===== config.mk =====
export PLATFORM = sky130hd
export DESIGN_NAME = updown_count_sequencer_flat
export DESIGN_NICKNAME = d
export VERILOG_FILES = /design/src/rtl/udseq_pkg.sv /design/src/rtl/updown_count_sequencer_if.sv /design/src/rtl/udseq_counter.sv /design/src/rtl/updown_count_sequencer.sv /design/src/flat_wrapper.sv
export SDC_FILE = /design/constraint.sdc
export NUM_CORES = 1
export LEC_CHECK = 0
export BUFFER_PORTS_ARGS = -buffer_cell sky130_fd_sc_hd__buf_2
export CORE_UTILIZATION = 25
export CTS_CLUSTER_SIZE = 40
export DETAILED_ROUTE_END_ITERATION = 10
export GPL_TIMING_DRIVEN = 1
export PLACE_DENSITY = 0.47
export SYNTH_ARGS = -nofsm -noshare
export SYNTH_HDL_FRONTEND = slang
export SYNTH_SLANG_ARGS = --single-unit

===== constraint.sdc =====
create_clock -name clk -period 3.9 [get_ports clk]
set_input_delay 0.39 -clock clk [delete_from_list [all_inputs] [get_ports clk]]
set_output_delay 0.39 -clock clk [all_outputs]
set_load 0.02 [all_outputs]

===== src/rtl/udseq_pkg.sv =====
// Shared types and default widths for the up/down count sequencer.
// Optional build macro used by this slice: UDSEQ_AUTORELOAD_EN.
package udseq_pkg;

  localparam int unsigned UDSEQ_W     = 32;
  localparam int unsigned UDSEQ_REP_W = 8;

  typedef enum logic [1:0] {
    IDLE = 2'd0,
    LOAD = 2'd1,
    RUN  = 2'd2
  } udseq_state_e;

endpackage


===== src/rtl/updown_count_sequencer_if.sv =====
// Command handshake bundle: the control layer is master, the sequencer is slave.
interface updown_count_sequencer_if
  import udseq_pkg::*;
#(
  parameter int unsigned W     = UDSEQ_W,
  parameter int unsigned REP_W = UDSEQ_REP_W
);

  logic             cmd_valid;
  logic             cmd_ready;
  logic [W-1:0]     cmd_start;
  logic [W-1:0]     cmd_limit;
  logic             cmd_up;
  logic [REP_W-1:0] cmd_reps;

  modport master (
    output cmd_valid, cmd_start, cmd_limit, cmd_up, cmd_reps,
    input  cmd_ready
  );

  modport slave (
    input  cmd_valid, cmd_start, cmd_limit, cmd_up, cmd_reps,
    output cmd_ready
  );

endinterface


===== src/rtl/udseq_counter.sv =====
// W-bit up/down counter datapath; load has priority over count enable.
module udseq_counter
  import udseq_pkg::*;
#(
  parameter int unsigned W = UDSEQ_W
) (
  input  logic         clk,
  input  logic         rst,
  input  logic         load,
  input  logic [W-1:0] load_val,
  input  logic         en,
  input  logic         up,
  output logic [W-1:0] count
);

  localparam logic [W-1:0] STEP_ONE = W'(1);

  logic [W-1:0] count_r;

  // Counter register: wraps modulo 2^W in either direction.
  always_ff @(posedge clk or posedge rst) begin
    if (rst) begin
      count_r <= '0;
    end else if (load) begin
      count_r <= load_val;
    end else if (en) begin
      if (up) begin
        count_r <= count_r + STEP_ONE;
      end else begin
        count_r <= count_r - STEP_ONE;
      end
    end else begin
      count_r <= count_r;
    end
  end

  assign count = count_r;

endmodule


===== src/rtl/updown_count_sequencer.sv =====
// Sequences udseq_counter through programmed runs of passes from start to limit.
// Build macro UDSEQ_AUTORELOAD_EN adds auto_reload: restart the run after done.
module updown_count_sequencer
  import udseq_pkg::*;
#(
  parameter int unsigned W     = UDSEQ_W,
  parameter int unsigned REP_W = UDSEQ_REP_W
) (
  input  logic                     clk,
  input  logic                     rst,
  updown_count_sequencer_if.slave  cmd,
  input  logic                     tick,
  input  logic                     abort,
`ifdef UDSEQ_AUTORELOAD_EN
  input  logic                     auto_reload,
`endif
  output logic [W-1:0]             count,
  output logic                     busy,
  output logic                     pass_done,
  output logic                     done,
  output logic                     aborted
);

  localparam logic [REP_W-1:0] REP_ONE = REP_W'(1);

  udseq_state_e     state_r;
  logic [W-1:0]     start_r;
  logic [W-1:0]     limit_r;
  logic             up_r;
  logic [REP_W-1:0] reps_r;
  logic [REP_W-1:0] remaining_r;
  logic             ready_r;
  logic             busy_r;
  logic             pass_done_r;
  logic             done_r;
  logic             aborted_r;

  logic [W-1:0]     count_s;
  logic             at_limit_s;
  logic             load_s;
  logic             en_s;
  logic             restart_s;
  logic [REP_W-1:0] reps_eff_s;

`ifdef UDSEQ_AUTORELOAD_EN
  assign restart_s = auto_reload;
`else
  assign restart_s = 1'b0;
`endif

  // Counter control decode; an abort suppresses both load and step.
  always_comb begin
    at_limit_s = (count_s == limit_r);
    reps_eff_s = (cmd.cmd_reps == '0) ? REP_ONE : cmd.cmd_reps;
    load_s     = 1'b0;
    en_s       = 1'b0;
    case (state_r)
      LOAD: begin
        if (!abort) begin
          load_s = 1'b1;
        end else begin
          load_s = 1'b0;
        end
      end
      RUN: begin
        if (!abort && tick && !at_limit_s) begin
          en_s = 1'b1;
        end else begin
          en_s = 1'b0;
        end
      end
      default: begin
        load_s = 1'b0;
        en_s   = 1'b0;
      end
    endcase
  end

  // Sequencer FSM with command capture and registered status pulses.
  always_ff @(posedge clk or posedge rst) begin
    if (rst) begin
      state_r     <= IDLE;
      start_r     <= '0;
      limit_r     <= '0;
      up_r        <= 1'b0;
      reps_r      <= '0;
      remaining_r <= '0;
      ready_r     <= 1'b1;
      busy_r      <= 1'b0;
      pass_done_r <= 1'b0;
      done_r      <= 1'b0;
      aborted_r   <= 1'b0;
    end else begin
      pass_done_r <= 1'b0;
      done_r      <= 1'b0;
      aborted_r   <= 1'b0;
      case (state_r)
        IDLE: begin
          if (cmd.cmd_valid) begin
            start_r     <= cmd.cmd_start;
            limit_r     <= cmd.cmd_limit;
            up_r        <= cmd.cmd_up;
            reps_r      <= reps_eff_s;
            remaining_r <= reps_eff_s;
            state_r     <= LOAD;
            ready_r     <= 1'b0;
            busy_r      <= 1'b1;
          end
        end
        LOAD: begin
          if (abort) begin
            aborted_r <= 1'b1;
            state_r   <= IDLE;
            ready_r   <= 1'b1;
            busy_r    <= 1'b0;
          end else begin
            state_r <= RUN;
          end
        end
        RUN: begin
          if (abort) begin
            aborted_r <= 1'b1;
            state_r   <= IDLE;
            ready_r   <= 1'b1;
            busy_r    <= 1'b0;
          end else if (tick && at_limit_s) begin
            pass_done_r <= 1'b1;
            if (remaining_r == REP_ONE) begin
              done_r <= 1'b1;
              if (restart_s) begin
                remaining_r <= reps_r;
                state_r     <= LOAD;
              end else begin
                remaining_r <= '0;
                state_r     <= IDLE;
                ready_r     <= 1'b1;
                busy_r      <= 1'b0;
              end
            end else begin
              remaining_r <= remaining_r - REP_ONE;
              state_r     <= LOAD;
            end
          end
        end
        default: begin
          state_r <= IDLE;
          ready_r <= 1'b1;
          busy_r  <= 1'b0;
        end
      endcase
    end
  end

  udseq_counter #(.W(W)) u_counter (
    .clk      (clk),
    .rst      (rst),
    .load     (load_s),
    .load_val (start_r),
    .en       (en_s),
    .up       (up_r),
    .count    (count_s)
  );

  assign cmd.cmd_ready = ready_r;
  assign count         = count_s;
  assign busy          = busy_r;
  assign pass_done     = pass_done_r;
  assign done          = done_r;
  assign aborted       = aborted_r;

endmodule


===== src/flat_wrapper.sv =====
// flat-port wrapper written by rule: the top's interface ports become plain ports
module updown_count_sequencer_flat import udseq_pkg::*;
#(
  parameter int unsigned W     = UDSEQ_W,
  parameter int unsigned REP_W = UDSEQ_REP_W
)
  (clk, rst, tick, abort, count, busy, pass_done, done, aborted, cmd_cmd_valid, cmd_cmd_start, cmd_cmd_limit, cmd_cmd_up, cmd_cmd_reps, cmd_cmd_ready);
  updown_count_sequencer_if #(.W(W), .REP_W(REP_W)) cmd_i ();
  input  logic clk;
  input  logic rst;
  input  logic tick;
  input  logic abort;
  output logic [W-1:0] count;
  output logic busy;
  output logic pass_done;
  output logic done;
  output logic aborted;
  input wire logic [$bits(cmd_i.cmd_valid)-1:0] cmd_cmd_valid;
  input wire logic [$bits(cmd_i.cmd_start)-1:0] cmd_cmd_start;
  input wire logic [$bits(cmd_i.cmd_limit)-1:0] cmd_cmd_limit;
  input wire logic [$bits(cmd_i.cmd_up)-1:0] cmd_cmd_up;
  input wire logic [$bits(cmd_i.cmd_reps)-1:0] cmd_cmd_reps;
  output wire logic [$bits(cmd_i.cmd_ready)-1:0] cmd_cmd_ready;
  assign cmd_i.cmd_valid = cmd_cmd_valid;
  assign cmd_i.cmd_start = cmd_cmd_start;
  assign cmd_i.cmd_limit = cmd_cmd_limit;
  assign cmd_i.cmd_up = cmd_cmd_up;
  assign cmd_i.cmd_reps = cmd_cmd_reps;
  assign cmd_cmd_ready = cmd_i.cmd_ready;
  updown_count_sequencer #(.W(W), .REP_W(REP_W)) u_core (.clk(clk), .rst(rst), .cmd(cmd_i), .tick(tick), .abort(abort), .count(count), .busy(busy), .pass_done(pass_done), .done(done), .aborted(aborted));
endmodule

==> flow_metrics.py <==
metrics = {
    "run_status": {
        "status": "finished with violations",
        "violations": "DRC",
    },
    "drt": {
        "drtIter0Drc": 369,
        "dr.pass1.iters": 8,
        "vias": 5438,
        "wl_um": 20700,
        "wire_per_inst_um": 18.7,
        "antenna_left": 0,
        "viasPerCell": 4.92,
        "drc": 7,
    },
    "layout": {
        "syn_to_final_growth_pct": 19.3,
        "drive_above_1_share_pct": 28.3,
        "utilization_pct": 30.6,
        "diodes": 0,
        "nets": 881,
        "final_area_um2": 8040,
    },
    "clocking": {
        "post_cts_buffers": 0,
        "cts_tree": "yes",
        "clock_sinks": 112,
        "clk_pin_slew_ns": 0.08,
        "cts_resized": 0,
        "root_buffer": "clkbuf_16",
        "cts_buffers": 9,
        "clock_path_buffers": 2,
        "ctsHoldBuffers": 0,
        "cts-htree-levels": 3,
        "clk_latency_ns": 0.36,
    },
    "pwr": {
        "power_per_cell_area_nw_per_um2": 1050,
        "cellLeakagePower_nw": 3.53,
        "peakVddDrop_mv": 0.341,
    },
    "worst_setup_path": {
        "critPathLaunchType": "flop",
        "worstPathRequired_ns": 4.15,
        "crit_fanout": 18,
        "r2r_slack_ns": 0.43,
        "endpoint_kind": "flop",
        "path_class": "reg2reg",
        "arrival_ns": 3.72,
    },
    "synth": {
        "synth_nets": 773,
        "avgSynthCellArea_um2": 10.2,
        "synth.distinct_cells": 58,
        "async_reset_ff_share_pct": 100,
        "synth-seq-cells": 112,
        "synth-main-ff-cell": "dfrtp_1",
        "yosys_warnings": 0,
        "yosysSeqAreaShare_pct": 41.6,
        "synthCells": 658,
        "synth_edf_count": 0,
        "synth.cell_area_um2": 6740,
    },
    "place": {
        "numPortBuffers": 114,
        "place_ws_ns": 0.452,
        "placed_area_um2": 7740,
        "hpwlAfterDp_um": 15700,
        "gp_congestion": 0.834,
    },
    "timing": {
        "fmax_mhz": 288,
        "setup_slack_ns": 0.431,
        "setup_tns_ns": 0,
        "setup_viol": 0,
        "maxSlewViolCount": 0,
        "whs_ns": 0.0797,
        "fin_skew_ns": 0.00938,
        "max-slew-margin-rel_pct": 35.7,
        "grt_setup_unrepaired": "no",
        "fin_crit_ns": 3.47,
        "fin_crit_sh_pct": 89.0,
        "hold_viol": 0,
        "tightest_slew_ns": 0.959,
    },
    "die": {
        "die_area_um2": 27600,
        "fp.dieH_um": 166,
        "fp.coreArea_um2": 26300,
        "die_w_um": 166,
        "initial_core_util_pct": 25.7,
        "ios": 115,
        "rows": 59,
    },
    "global_routing": {
        "grt_max_degree": 113,
        "antenna_found_initial": 0,
        "grt_pass1_vias": 5522,
        "grt_pass1_wl_um": 32700,
        "overflow": 0,
        "grt.total_usage_pct": 15.5,
    },
    "run": {
        "drv_cap": 0,
    },
    "min_path": {
        "hold_path.class": "in2async",
    },
}
==> cell usage in the layout, fill, tap and decap left out, types with 3 or more instances in the layout <==
master     Yosys  routed
a211oi_1       3       3
a21o_1        13      13
a21oi_1       37      37
a221o_1        7       7
a221oi_1       4       4
a22oi_1       17      17
a31oi_1        4       4
a41oi_1        3       3
and2_1         4       4
and3_1         4       4
buf_2          1     114
buf_4          0       9
clkbuf_16      0       9
dfrtp_1      111     111
ha_1          36      36
inv_1         18      17
mux2_2        68      68
mux2i_1       10      10
nand2_1       49      48
nand2b_1       7       7
nand3_1       10      10
nand4_1       15      15
nor2_1        34      34
nor2b_1        9       8
nor3_1        10       9
nor3b_1        3       3
nor4_1         4       4
o211ai_1       7       7
o21a_1         5       5
o21ai_0       38      38
o21ai_1        4       4
o21bai_1       5       5
o221ai_1       4       4
o31ai_1        3       3
xnor2_1       44      44
xor2_1        13      13
==> state kept, by name, indices dropped and copies added (netlist names), 2 cells and up <==
name	cells
u_core.remaining_r	8
u_core.state_r	2
u_core.start_r	32
u_core.limit_r	32
u_core.u_counter.count	32
==> cells in the mapped netlist (all sizes together) (9+ instances only) <==
| cell | count | area [µm²] |
|---|---|---|
| nor2 | 34 | 128 |
| nor2b | 9 | 56.3 |
| dfrtp | 111 | 2780 |
| a21o | 13 | 97.6 |
| a21oi | 37 | 185 |
| nand3 | 10 | 50.1 |
| xnor2 | 44 | 385 |
| clkbuf | 26 | 97.6 |
| mux2 | 68 | 766 |
| nand2 | 49 | 184 |
| mux2i | 10 | 100 |
| nor3 | 11 | 60.1 |
| ha | 36 | 450 |
| a22oi | 17 | 128 |
| xor2 | 13 | 114 |
| o21ai | 42 | 210 |
| nand4 | 15 | 93.8 |
| inv | 18 | 67.6 |
==> metal layers <==
metal | vias up | wire (µm) | share of wire [%] | track usage, %
li1 | 2629 | - | - | -
met1 | 2657 | 10200 | 49 | 22.2
met2 | 135 | 9120 | 44 | 23.3
met3 | 17 | 1040 | 5.0 | 3.55
met4 | 0 | 341 | 1.6 | 4.15
met5 | - | 0 | 0 | 0
==> layout make-up <==
class | instances | area, µm²
tap | 335 | 419
multi-input combinational | 500 | 3770
fill | 2833 | 18200
inverter | 18 | 70.1
clock inverter | 6 | 65.1
clock buffer | 10 | 239
sequential | 112 | 2800
timing repair buffer | 125 | 678
==> power breakdown <==
| group | total (W) | switching [W] | internal [W] |
|---|---|---|---|
| Sequential | 0.00236 | 0.000615 | 0.00175 |
| Combinational | 0.00508 | 0.00289 | 0.00219 |
| Clock | 0.000979 | 0.000459 | 0.000520 |
==> critical path, stage by stage (launching register included) <==
cell and delay [ns]:
dfrtp_1 0.43, inv_1 0.36, buf_4 0.35, ha_1 0.37
a31o_1 0.24, or3_1 0.36, nor3_2 0.19, o31ai_1 0.19
nor4b_4 0.17, or4_1 0.47, a31o_1 0.21
==> worst paths after layout <==
check	endpoint	cells past startpoint	startpoint
max reg2reg	u_core.u_counter.count[28]	10	u_core.up_r
min in group clk	u_core.start_r[8]	2	cmd_cmd_start[8]
min reg2reg	u_core.cmd.cmd_ready	2	u_core.cmd.cmd_ready
min	u_core.busy	3	rst
max in group asynchronous	u_core.limit_r[19]	3	rst
max	u_core.u_counter.count[28]	10	u_core.up_r
==> through the flow <==
stage / std cells / power (W)
floorplan: 658 / 0.00597
global placement: 1090 / 0.00748
detailed placement: 1090 / 0.00745
CTS: 1106 / 0.00849
global route: 1106 / 0.00916
finish: 1106 / 0.00842
==> cell families (layout without fill, tap and decap cells) <==
| group | count (synthesis) | after routing | synth area share [%] |
|---|---|---|---|
| buf+inv | 46 | 159 | 2.69 |
| flops | 112 | 112 | 41.6 |
| fa+ha+maj | 37 | 37 | 6.98 |
| simple gates | 159 | 159 | 11.8 |
| compound gates | 169 | 169 | 16.7 |
| mux | 78 | 78 | 12.8 |
| xor+xnor | 57 | 57 | 7.41 |
No activity file was read; power rests on OpenSTA's default activity.
